## config.mk

```make
export PLATFORM = sky130hd
export DESIGN_NAME = scan_timer_sched
export DESIGN_NICKNAME = d
export VERILOG_FILES = /design/src/rtl/scan_timer_sched.sv
export SDC_FILE = /design/constraint.sdc
export NUM_CORES = 1
export LEC_CHECK = 0
export BUFFER_PORTS_ARGS = -buffer_cell sky130_fd_sc_hd__buf_2
export CORE_MARGIN = 5
export CORE_UTILIZATION = 55
export CTS_BUF_LIST = sky130_fd_sc_hd__clkbuf_4 sky130_fd_sc_hd__clkbuf_8
export DETAILED_ROUTE_END_ITERATION = 8
export MAX_ROUTING_LAYER = met4
export PLACE_DENSITY = 0.73
export RECOVER_POWER = 100
export SYNTH_ARGS = -nofsm -noshare
export SYNTH_HDL_FRONTEND = slang
export SYNTH_SLANG_ARGS = --single-unit
```

## constraint.sdc

```tcl
create_clock -name i_clk -period 7.45 [get_ports i_clk]
set_clock_uncertainty 0.05 [all_clocks]
set_input_delay 1.1175 -clock i_clk [delete_from_list [all_inputs] [get_ports i_clk]]
set_output_delay 1.1175 -clock i_clk [all_outputs]
set_load 0.05 [all_outputs]
```

## src/rtl/scan_timer_sched.sv

```systemverilog
// scan_timer_sched: NUM_CH 16-bit countdown timers serviced one channel per
// cycle by a single shared decrementer. A timebase tick launches a sweep; expired
// channels are queued and offered round-robin on a valid/ready port.
// Optional build macro: SCAN_TMR_AUTORELOAD_EN (periodic timers with reload).

module minus_one #(
  parameter int DATA_W = 16
) (
  input  logic [DATA_W-1:0] a,
  output logic [DATA_W-1:0] y,
  output logic              borrow
);
  // One extra bit catches the borrow out of the MSB.
  assign {borrow, y} = {1'b0, a} - {{DATA_W{1'b0}}, 1'b1};
endmodule

module scan_timer_sched #(
  parameter int NUM_CH = 4,
  parameter int CH_W   = 2
) (
  input  logic              i_clk,
  input  logic              i_rst,
  input  logic              i_tick,
  input  logic              i_load_vld,
  input  logic [CH_W-1:0]   i_load_ch,
  input  logic [15:0]       i_load_val,
  input  logic              i_cancel_vld,
  input  logic [CH_W-1:0]   i_cancel_ch,
  output logic              o_expire_vld,
  output logic [CH_W-1:0]   o_expire_ch,
  input  logic              i_expire_rdy,
  output logic [NUM_CH-1:0] o_active,
  output logic              o_busy,
  output logic              o_tick_drop
);
  localparam int DATA_W = 16;
  localparam logic [CH_W-1:0] LAST_CH = CH_W'(NUM_CH - 1);

  typedef enum logic {IDLE = 1'b0, SWEEP = 1'b1} state_t;

  // First pending channel at or after ptr, wrapping around.
  function automatic logic [CH_W-1:0] rr_pick(input logic [NUM_CH-1:0] pend,
                                              input logic [CH_W-1:0]   ptr);
    logic [CH_W-1:0] pick;
    logic            found;
    int              j;
    pick  = '0;
    found = 1'b0;
    for (int i = 0; i < NUM_CH; i++) begin
      j = int'(ptr) + i;
      if (j >= NUM_CH) j = j - NUM_CH;
      if (!found && pend[j]) begin
        pick  = CH_W'(j);
        found = 1'b1;
      end
    end
    return pick;
  endfunction

  function automatic logic [CH_W-1:0] ch_inc(input logic [CH_W-1:0] ch);
    return (ch == LAST_CH) ? '0 : ch + CH_W'(1);
  endfunction

  state_t              state_q, state_d;
  logic [CH_W-1:0]     idx_q, idx_d;
  logic                tick_pend_q, tick_pend_d;
  logic                tick_drop_q, tick_drop_d;
  logic                vld_p0;

  logic [DATA_W-1:0]   cnt_q [NUM_CH];
  logic [DATA_W-1:0]   cnt_d [NUM_CH];
  logic [NUM_CH-1:0]   active_q, active_d;
  logic [NUM_CH-1:0]   pend_q, pend_d;
  logic [CH_W-1:0]     rr_ptr_q, rr_ptr_d;
  logic                exp_vld_q, exp_vld_d;
  logic [CH_W-1:0]     exp_ch_q, exp_ch_d;
  logic                ack;

  logic [DATA_W-1:0]   dec_res;
  logic                dec_borrow;
  logic                svc_act;
  logic                svc_expire;

`ifdef SCAN_TMR_AUTORELOAD_EN
  logic [DATA_W-1:0]   reload_q [NUM_CH];
`endif

  // Sweep sequencing and tick bookkeeping.
  always_comb begin
    state_d     = state_q;
    idx_d       = idx_q;
    tick_pend_d = tick_pend_q;
    tick_drop_d = 1'b0;
    vld_p0      = 1'b0;
    case (state_q)
      IDLE: begin
        if (i_tick || tick_pend_q) begin
          state_d     = SWEEP;
          idx_d       = '0;
          // A fresh tick arriving while a deferred one is consumed stays queued.
          tick_pend_d = i_tick && tick_pend_q;
        end
      end
      SWEEP: begin
        vld_p0 = 1'b1;
        if (i_tick) begin
          if (tick_pend_q) tick_drop_d = 1'b1;
          else             tick_pend_d = 1'b1;
        end
        if (idx_q == LAST_CH) begin
          state_d = IDLE;
          idx_d   = '0;
        end else begin
          idx_d = idx_q + CH_W'(1);
        end
      end
      default: state_d = IDLE;
    endcase
  end

  // Service stage p0: the channel under idx_q goes through the shared decrementer.
  minus_one #(.DATA_W(DATA_W)) u_dec (
    .a      (cnt_q[idx_q]),
    .y      (dec_res),
    .borrow (dec_borrow)
  );

  assign svc_act    = vld_p0 && active_q[idx_q];
  assign svc_expire = svc_act && (dec_borrow || (dec_res == '0));
  assign ack        = exp_vld_q && i_expire_rdy;

  // Per-channel counter/armed/pending update; cancel beats load beats service.
  always_comb begin
    cnt_d    = cnt_q;
    active_d = active_q;
    pend_d   = pend_q;
    for (int k = 0; k < NUM_CH; k++) begin
      if (ack && exp_ch_q == CH_W'(k)) pend_d[k] = 1'b0;
      if (svc_act && idx_q == CH_W'(k) && !(i_load_vld && i_load_ch == CH_W'(k))) begin
        if (svc_expire) begin
          pend_d[k] = 1'b1;
`ifdef SCAN_TMR_AUTORELOAD_EN
          cnt_d[k]  = reload_q[k];
`else
          cnt_d[k]    = '0;
          active_d[k] = 1'b0;
`endif
        end else begin
          cnt_d[k] = dec_res;
        end
      end
      if (i_load_vld && i_load_ch == CH_W'(k)) begin
        cnt_d[k]    = i_load_val;
        active_d[k] = 1'b1;
      end
      if (i_cancel_vld && i_cancel_ch == CH_W'(k)) begin
        active_d[k] = 1'b0;
        pend_d[k]   = 1'b0;
      end
    end
  end

  // Expiry port selection; a presented channel holds while stalled and still pending.
  always_comb begin
    rr_ptr_d  = ack ? ch_inc(exp_ch_q) : rr_ptr_q;
    exp_vld_d = |pend_d;
    if (exp_vld_q && !i_expire_rdy && pend_d[exp_ch_q]) exp_ch_d = exp_ch_q;
    else                                               exp_ch_d = rr_pick(pend_d, rr_ptr_d);
  end

  // Stage p0 -> p1 boundary: commit FSM, timers and expiry port.
  always_ff @(posedge i_clk) begin
    if (i_rst) begin
      state_q     <= IDLE;
      idx_q       <= '0;
      tick_pend_q <= 1'b0;
      tick_drop_q <= 1'b0;
      cnt_q       <= '{default: '0};
      active_q    <= '0;
      pend_q      <= '0;
      rr_ptr_q    <= '0;
      exp_vld_q   <= 1'b0;
      exp_ch_q    <= '0;
    end else begin
      state_q     <= state_d;
      idx_q       <= idx_d;
      tick_pend_q <= tick_pend_d;
      tick_drop_q <= tick_drop_d;
      cnt_q       <= cnt_d;
      active_q    <= active_d;
      pend_q      <= pend_d;
      rr_ptr_q    <= rr_ptr_d;
      exp_vld_q   <= exp_vld_d;
      exp_ch_q    <= exp_ch_d;
    end
  end

`ifdef SCAN_TMR_AUTORELOAD_EN
  // Reload values are data only; every load refreshes the period.
  always_ff @(posedge i_clk) begin
    for (int k = 0; k < NUM_CH; k++) begin
      if (i_load_vld && i_load_ch == CH_W'(k)) reload_q[k] <= i_load_val;
    end
  end
`endif

  assign o_expire_vld = exp_vld_q;
  assign o_expire_ch  = exp_ch_q;
  assign o_active     = active_q;
  assign o_busy       = (state_q == SWEEP);
  assign o_tick_drop  = tick_drop_q;

endmodule

```

# Word-level counts from Yosys, hierarchy flattened

Cells that the tools add are included.

Magnitude comparators: 11
$add $sub $neg: 10
Mux-type cells: 84
Bitwise operators: 3
Reduce and logical (&&, ||, !) cells: 63
Equality and inequality tests: 14

Operators by type and width:

| cell                                                                           | count |
|---|---|
| 32-bit 2-to-1 mux                                                              | 8 |
| 16-bit 2-to-1 mux                                                              | 11 |
| 32-bit by 4-bit less-than comparator with 1-bit output (second input constant) | 4 |
| 1-bit 2-to-1 mux                                                               | 47 |
| 16-bit binary-select mux with 2-bit select                                     | 1 |
| 1-bit logical AND                                                              | 29 |
| 16-bit by 1-bit subtractor with 17-bit output (second input constant)          | 1 |
| 2-bit == test (second input constant)                                          | 8 |
| 16-bit zero test                                                               | 1 |
| 2-bit 2-to-1 mux                                                               | 8 |
| 2-bit nonzero test                                                             | 8 |
| 1-bit binary-select mux with 2-bit select                                      | 6 |
| 3-bit >= comparator (second input constant)                                    | 4 |
| 3-bit by 3-bit subtractor with 4-bit output (second input constant)            | 3 |
| 2-bit AND reduction                                                            | 5 |
| 2-bit by 1-bit == test with 1-bit output (second input constant)               | 4 |
| 1-bit zero test                                                                | 8 |
| 2-bit zero test                                                                | 4 |
| 2-bit OR reduction                                                             | 4 |
| 2-bit by 2-bit adder with 3-bit output (second input constant)                 | 2 |
| 2-bit by 3-bit less-than comparator with 1-bit output (second input constant)  | 2 |
| 2-bit by 1-bit adder with 2-bit output (second input constant)                 | 2 |
| 2-bit inequality test (second input constant)                                  | 2 |
| 1-bit case mux with 2 select lines                                             | 2 |
| 9 further kinds                                                                | 11 |

Register bits: 82
Input bits: 26
Output and inout port bits: 9
Word-level logic and storage cells: 201

# Logic depth before layout (Yosys ltp)

Depth in word-level cells: 31
Depth in mapped cells: 17
Depth with buffers taken out: 12

# Cells and area by module

A second synthesis with hierarchy kept.

Cell total of the unflattened synthesis: 458
Area, all modules: 4,331.7 um^2

By module, submodules not included:

| module           | area an instance (um^2) | sequential area each (um^2) | instances | cells an instance |
|---|---|---|---|---|
| scan_timer_sched | 4,038.9                 | 1,641.6                     | 1         | 417 |
| minus_one        | 292.8                   | 0.0                         | 1         | 41 |

# Worst setup path before layout

OpenSTA, ideal clock, no wires.

Path kind: register -> register
Start point: register idx_q[1]
End point: register exp_ch_q[0], in the netlist o_expire_ch[0]
Buffers on the path: 2
Arrival time: 3.691 ns
Library setup time: 0.096 ns
Period minus slack after synthesis: 3.837 ns
Path slack: 3.613 ns
Stages on the path, launching flop included: 15
Required time: 7.304 ns
Cell sequence: dfxtp_1 > buf_6 > mux4_2 > inv_1 > ha_1 > buf_1 > nand2b_1 > a2111oi_0 > o21ai_0 > a211oi_1 > nand4b_1 > o21ai_1 > a22oi_1 > a211o_1 > o41ai_2

Word-level cells in the longest chain between the ends: 27
Elaborated cells on any way between the ends: 66
Those cells by class: add/sub (1); eq/ne (3); mux (41); bitwise (1); reduce/logical (20)

Ends and longest elaborated chain:

| element                                              | line | text |
|---|---|---|
| from (decl)                                          | 65   | `logic [CH_W-1:0] idx_q, idx_d;` |
| from (signal assigned)                               | 186  | `idx_q <= idx_d;` |
| 2-bit NOT with 3-bit output (not written as such)    | 123  | `.a (cnt_q[idx_q]),` |
| 16-bit binary-select mux with 2-bit select           | 123  |  |
| 16-bit 2-to-1 mux (not written as such) (2 in a row) | 123  |  |
| 16-bit by 1-bit subtractor with 17-bit output        | 14   | `assign {borrow, y} = {1'b0, a} - {{DATA_W{1'b0}}, 1'b1};` |
| 16-bit zero test                                     | 129  | `assign svc_expire = svc_act && (dec_borrow \|\| (dec_res == '0));` |
| 1-bit logical OR                                     | 129  |  |
| 1-bit logical AND                                    | 129  |  |
| 1-bit 2-to-1 mux                                     | 140  | `if (svc_expire) begin` |
| (+10 left out)                                       | --   |  |
| 1-bit 2-to-1 mux                                     | 167  | `if (exp_vld_q && !i_expire_rdy && pend_d[exp_ch_q]) exp_ch_d = exp_ch_q;` |
| 1-bit zero test                                      | 52   | `if (!found && pend[j]) begin` |
| 1-bit logical AND                                    | 52   |  |
| 1-bit 2-to-1 mux                                     | 52   |  |
| 1-bit 2-to-1 mux                                     | 167  |  |
| 1-bit zero test                                      | 52   |  |
| 1-bit logical AND                                    | 52   |  |
| 2-bit 2-to-1 mux                                     | 52   |  |
| to (signal assigned)                                 | 194  | `exp_ch_q <= exp_ch_d;` |
| to (decl)                                            | 76   | `logic [CH_W-1:0] exp_ch_q, exp_ch_d;` |

Parallel ways exist; a longest one is shown, timed or not. The select of a mux whose other input is x is not followed.
A chain may end at the register's enable or synchronous reset.

# Worst setup path after layout

Start point: register idx_q[1]
End point: register cnt_q[58] (netlist name)

Word-level cells in the longest chain between the ends: 11
Elaborated cells on any way between the ends: 18
Those cells by class: add/sub (1); mux (8); bitwise (1); reduce/logical (8)

Ends and longest elaborated chain:

| element                                              | line | text |
|---|---|---|
| 2-bit NOT with 3-bit output (not written as such)    | 123  |  |
| 16-bit binary-select mux with 2-bit select           | 123  |  |
| 16-bit 2-to-1 mux (not written as such) (2 in a row) | 123  |  |
| 16-bit by 1-bit subtractor with 17-bit output        | 14   |  |
| 16-bit zero test                                     | 129  |  |
| 1-bit logical OR                                     | 129  |  |
| 1-bit logical AND                                    | 129  |  |
| 16-bit 2-to-1 mux                                    | 140  |  |
| 16-bit 2-to-1 mux                                    | 139  | `if (svc_act && idx_q == CH_W'(k) && !(i_load_vld && i_load_ch == CH_W'(k))) begin` |
| 16-bit 2-to-1 mux                                    | 152  | `if (i_load_vld && i_load_ch == CH_W'(k)) begin` |
| to (signal assigned)                                 | 189  | `cnt_q <= cnt_d;` |
| to (decl)                                            | 70   | `logic [DATA_W-1:0] cnt_q [NUM_CH];` |

Parallel ways exist; a longest one is shown, timed or not. The select of a mux whose other input is x is not followed.

==> out/qor.yml <==
cts_root_buf: "clkbuf_8"
grt_remaining_overflow: 0
grt_pass1_wl_um: 23300
nets: 649
timing.rr.start: "idx_q[1]"
dp_hpwl_um: 9330
vdd_drop_max_mv: 0.114
setup_tns_ns: 0
dr.pass1.iters: 5
cts_sinks: 82
cts_tree: "done"
drc: 0
cts_resized: 0
vias: 4726
post_cts_buffers: 0
synth_enable_flop_cells: 0
syn2layout_area_growth_pct: 6.25
fin_crit_ns: 5.98
required_ns: 7.66
io_buffers: 34
wirelength_um: 14100
die_x_um: 105
power_density_nw_per_um2: 206
cp-startpoint: "idx_q[1]"
violations: "max-capacitance violations, max-slew violations"
worstSetupEndpointType: "flop"
worst_setup_path_start_kind: "flop"
syn_inst: 604
yosysSeqAreaShare_pct: 32.9
hp-class: "reg -> reg"
worst_ep_arrival_time_ns: 6.19
gp_congestion: 0.956
grt_antenna_before_repair: 0
worst_r2r_endpoint: "cnt_q[58]"
syn_nets: 640
cts_made_buffers: 9
cp-endpoint: "cnt_q[58]"
relSlewSlack_pct: -110
ant_nets: 0
r2r_slack_ns: 1.47
cp_slowest_cell: "a211oi_2"
critPathBufInv: 2
worst-path-stages: 13
cap_violations: 1
antenna_cells: 0
synth_area_per_cell_um2: 8.25
synth-seq-cells: 82
status: "finished with violations"
grt_usage_pct: 26.4
critPathKind: "reg -> reg"
grt_setup_unrepaired: "no"
layout_commonest_cell: "nand2_1"
critPathMaxFanout: 17
num_io_pins: 35
grt_pass1_vias: 4610
most-common-layout-cells: "131 x nand2_1, 82 x dfxtp_1, 62 x nand3_1, 59 x a31oi_1, 25 x buf_2"
fmax_mhz: 167
clk_pin_slew_ns: 0.09
final-hold-violation-count: 0
start_util_pct: 56.9
total_power_uw: 1090
fin_crit_sh_pct: 80.2
cts_buffer_depth: 2
worst_path_largest_cell_delay_ns: 1.15
fin_hold_ws_ns: 0.441
path_delay_family: "compound AO/OA/AOI/OAI gates"
layout-drive-gt1-share_pct: 14.7
tightestPinTransition_ns: 3.15
synthFlopType: "dfxtp_1"
async_flop_share_pct: 0
synthesis.area_um2: 4980
fp-row-count: 34
drt_iter0_drc: 429
avgRoutedWirePerCell_um: 19.4
netlist-cell-type-count: 67
insertion_delay_ns: 0.36
setup-violations-final: 0
grt_max_degree: 70
worst_r2r_path_depth: 13
core-area_um2: 8760
path_cells: "clkbuf_1 -> mux4_2 -> inv_1 -> ha_1 -> nand2b_1 -> a2111oi_0 -> nor3_1 -> o2111ai_1 -> nor4_1 -> a41o_1 -> a211oi_2 -> nand2_1 -> a31oi_1"
die-area_um2: 11100
synth-warning-count: 0
p_leak_uw: 0.00183
die_y_um: 105
vias_per_cell: 6.51
drv_slew: 70
cts.htree.levels: 3
cts_hold_buf: 0
==> routing by layer <==
metal / track usage [%] / part of all wire, % / up-vias
met1: 35.1 / 43 / 2227
li1: - / - / 2223
met4: 12.1 / 2.7 / 0
met3: 4.62 / 8.8 / 35
met5: - / 0 / -
met2: 39.0 / 45 / 241
==> how the worst min path moves through the flow <==
stage	startpoint	end	slack (ns)	cells past startpoint
finish	cnt_q[17]	cnt_q[17]	0.44	2
global route	cnt_q[20]	cnt_q[20]	0.46	2
CTS	cnt_q[49]	cnt_q[49]	0.44	2
detailed placement	cnt_q[31]	cnt_q[31]	0.43	2
global placement	cnt_q[49]	cnt_q[49]	0.42	2
floorplan	cnt_q[33]	cnt_q[33]	0.40	2
==> cell usage after synthesis, types with 9 or more instances <==
master    number  area, um2
a21oi_1       17       85.1
a31oi_1       59        369
clkbuf_1      26       97.6
dfxtp_1       82       1640
ha_1          10        125
inv_1         10       37.5
mux2i_1        9       90.1
mux4_2        16        360
nand2_1      131        492
nand3_1       62        310
nor2_1        20       75.1
nor3_1        16       80.1
o21ai_0       18       90.1
==> worst reg2reg max path, delay by kind of cell, from the launching register on <==
family | cells | cell delay [ns]
adder cells (fa/ha/maj) | 1 | 0.31
AND/OR/NAND/NOR | 4 | 0.55
multiplexers | 1 | 0.68
AO/OA/AOI/OAI | 5 | 2.72
buffers and inverters | 2 | 0.71
flip-flops | 1 | 0.84
==> sequential cells by signal, summed over array words and instances (netlist names) <==
| register | count |
|---|---|
| cnt_q | 64 |
| rr_ptr_q | 2 |
| o_expire_ch | 2 |
| o_tick_drop | 1 |
| idx_q | 2 |
| tick_pend_q | 1 |
| o_expire_vld | 1 |
| pend_q | 4 |
| o_busy | 1 |
| o_active | 4 |
==> report_power, final <==
group	internal, uW	switching (uW)
registers	455	12.4
logic	93.5	162
clock network	201	167
total	750	341
==> area by class of cell <==
| class | instances | area (um2) |
|---|---|---|
| clock buffers | 11 | 145 |
| flip-flops and latches | 82 | 1640 |
| clock inverters | 5 | 77.6 |
| fillers | 771 | 3470 |
| multi-input cells | 469 | 3050 |
| repair buffers | 41 | 204 |
| inverters | 10 | 37.5 |
| well taps | 108 | 135 |
==> cells by family (layout without fill, tap and decap cells) <==
family | count (synthesis) | count (layout) | synth area share [%]
AO/OA/AOI/OAI | 135 | 135 | 18.8
XOR/XNOR | 12 | 12 | 2.26
adder cells (fa/ha/maj) | 10 | 10 | 2.51
buffers and inverters | 53 | 67 | 4.90
flip-flops | 82 | 82 | 32.9
multiplexers | 34 | 34 | 11.6
AND/OR/NAND/NOR | 278 | 278 | 26.9
==> through the flow <==
step / setup WS (ns) / cell area [um2] / util [%] / cells
2_1_floorplan: 3.61 / 4980 / - / 604
4_1_cts: 2.09 / 5360 / 61.2 / 726
3_5_place_dp: 2.12 / 5140 / 58.6 / 710
3_3_place_gp: 2.20 / 5140 / 58.6 / 710
5_1_grt: 0.960 / 5290 / 60.4 / 726
6_report: 1.47 / 5290 / 60.4 / 726
No activity file was read; power rests on OpenSTA's default activity.
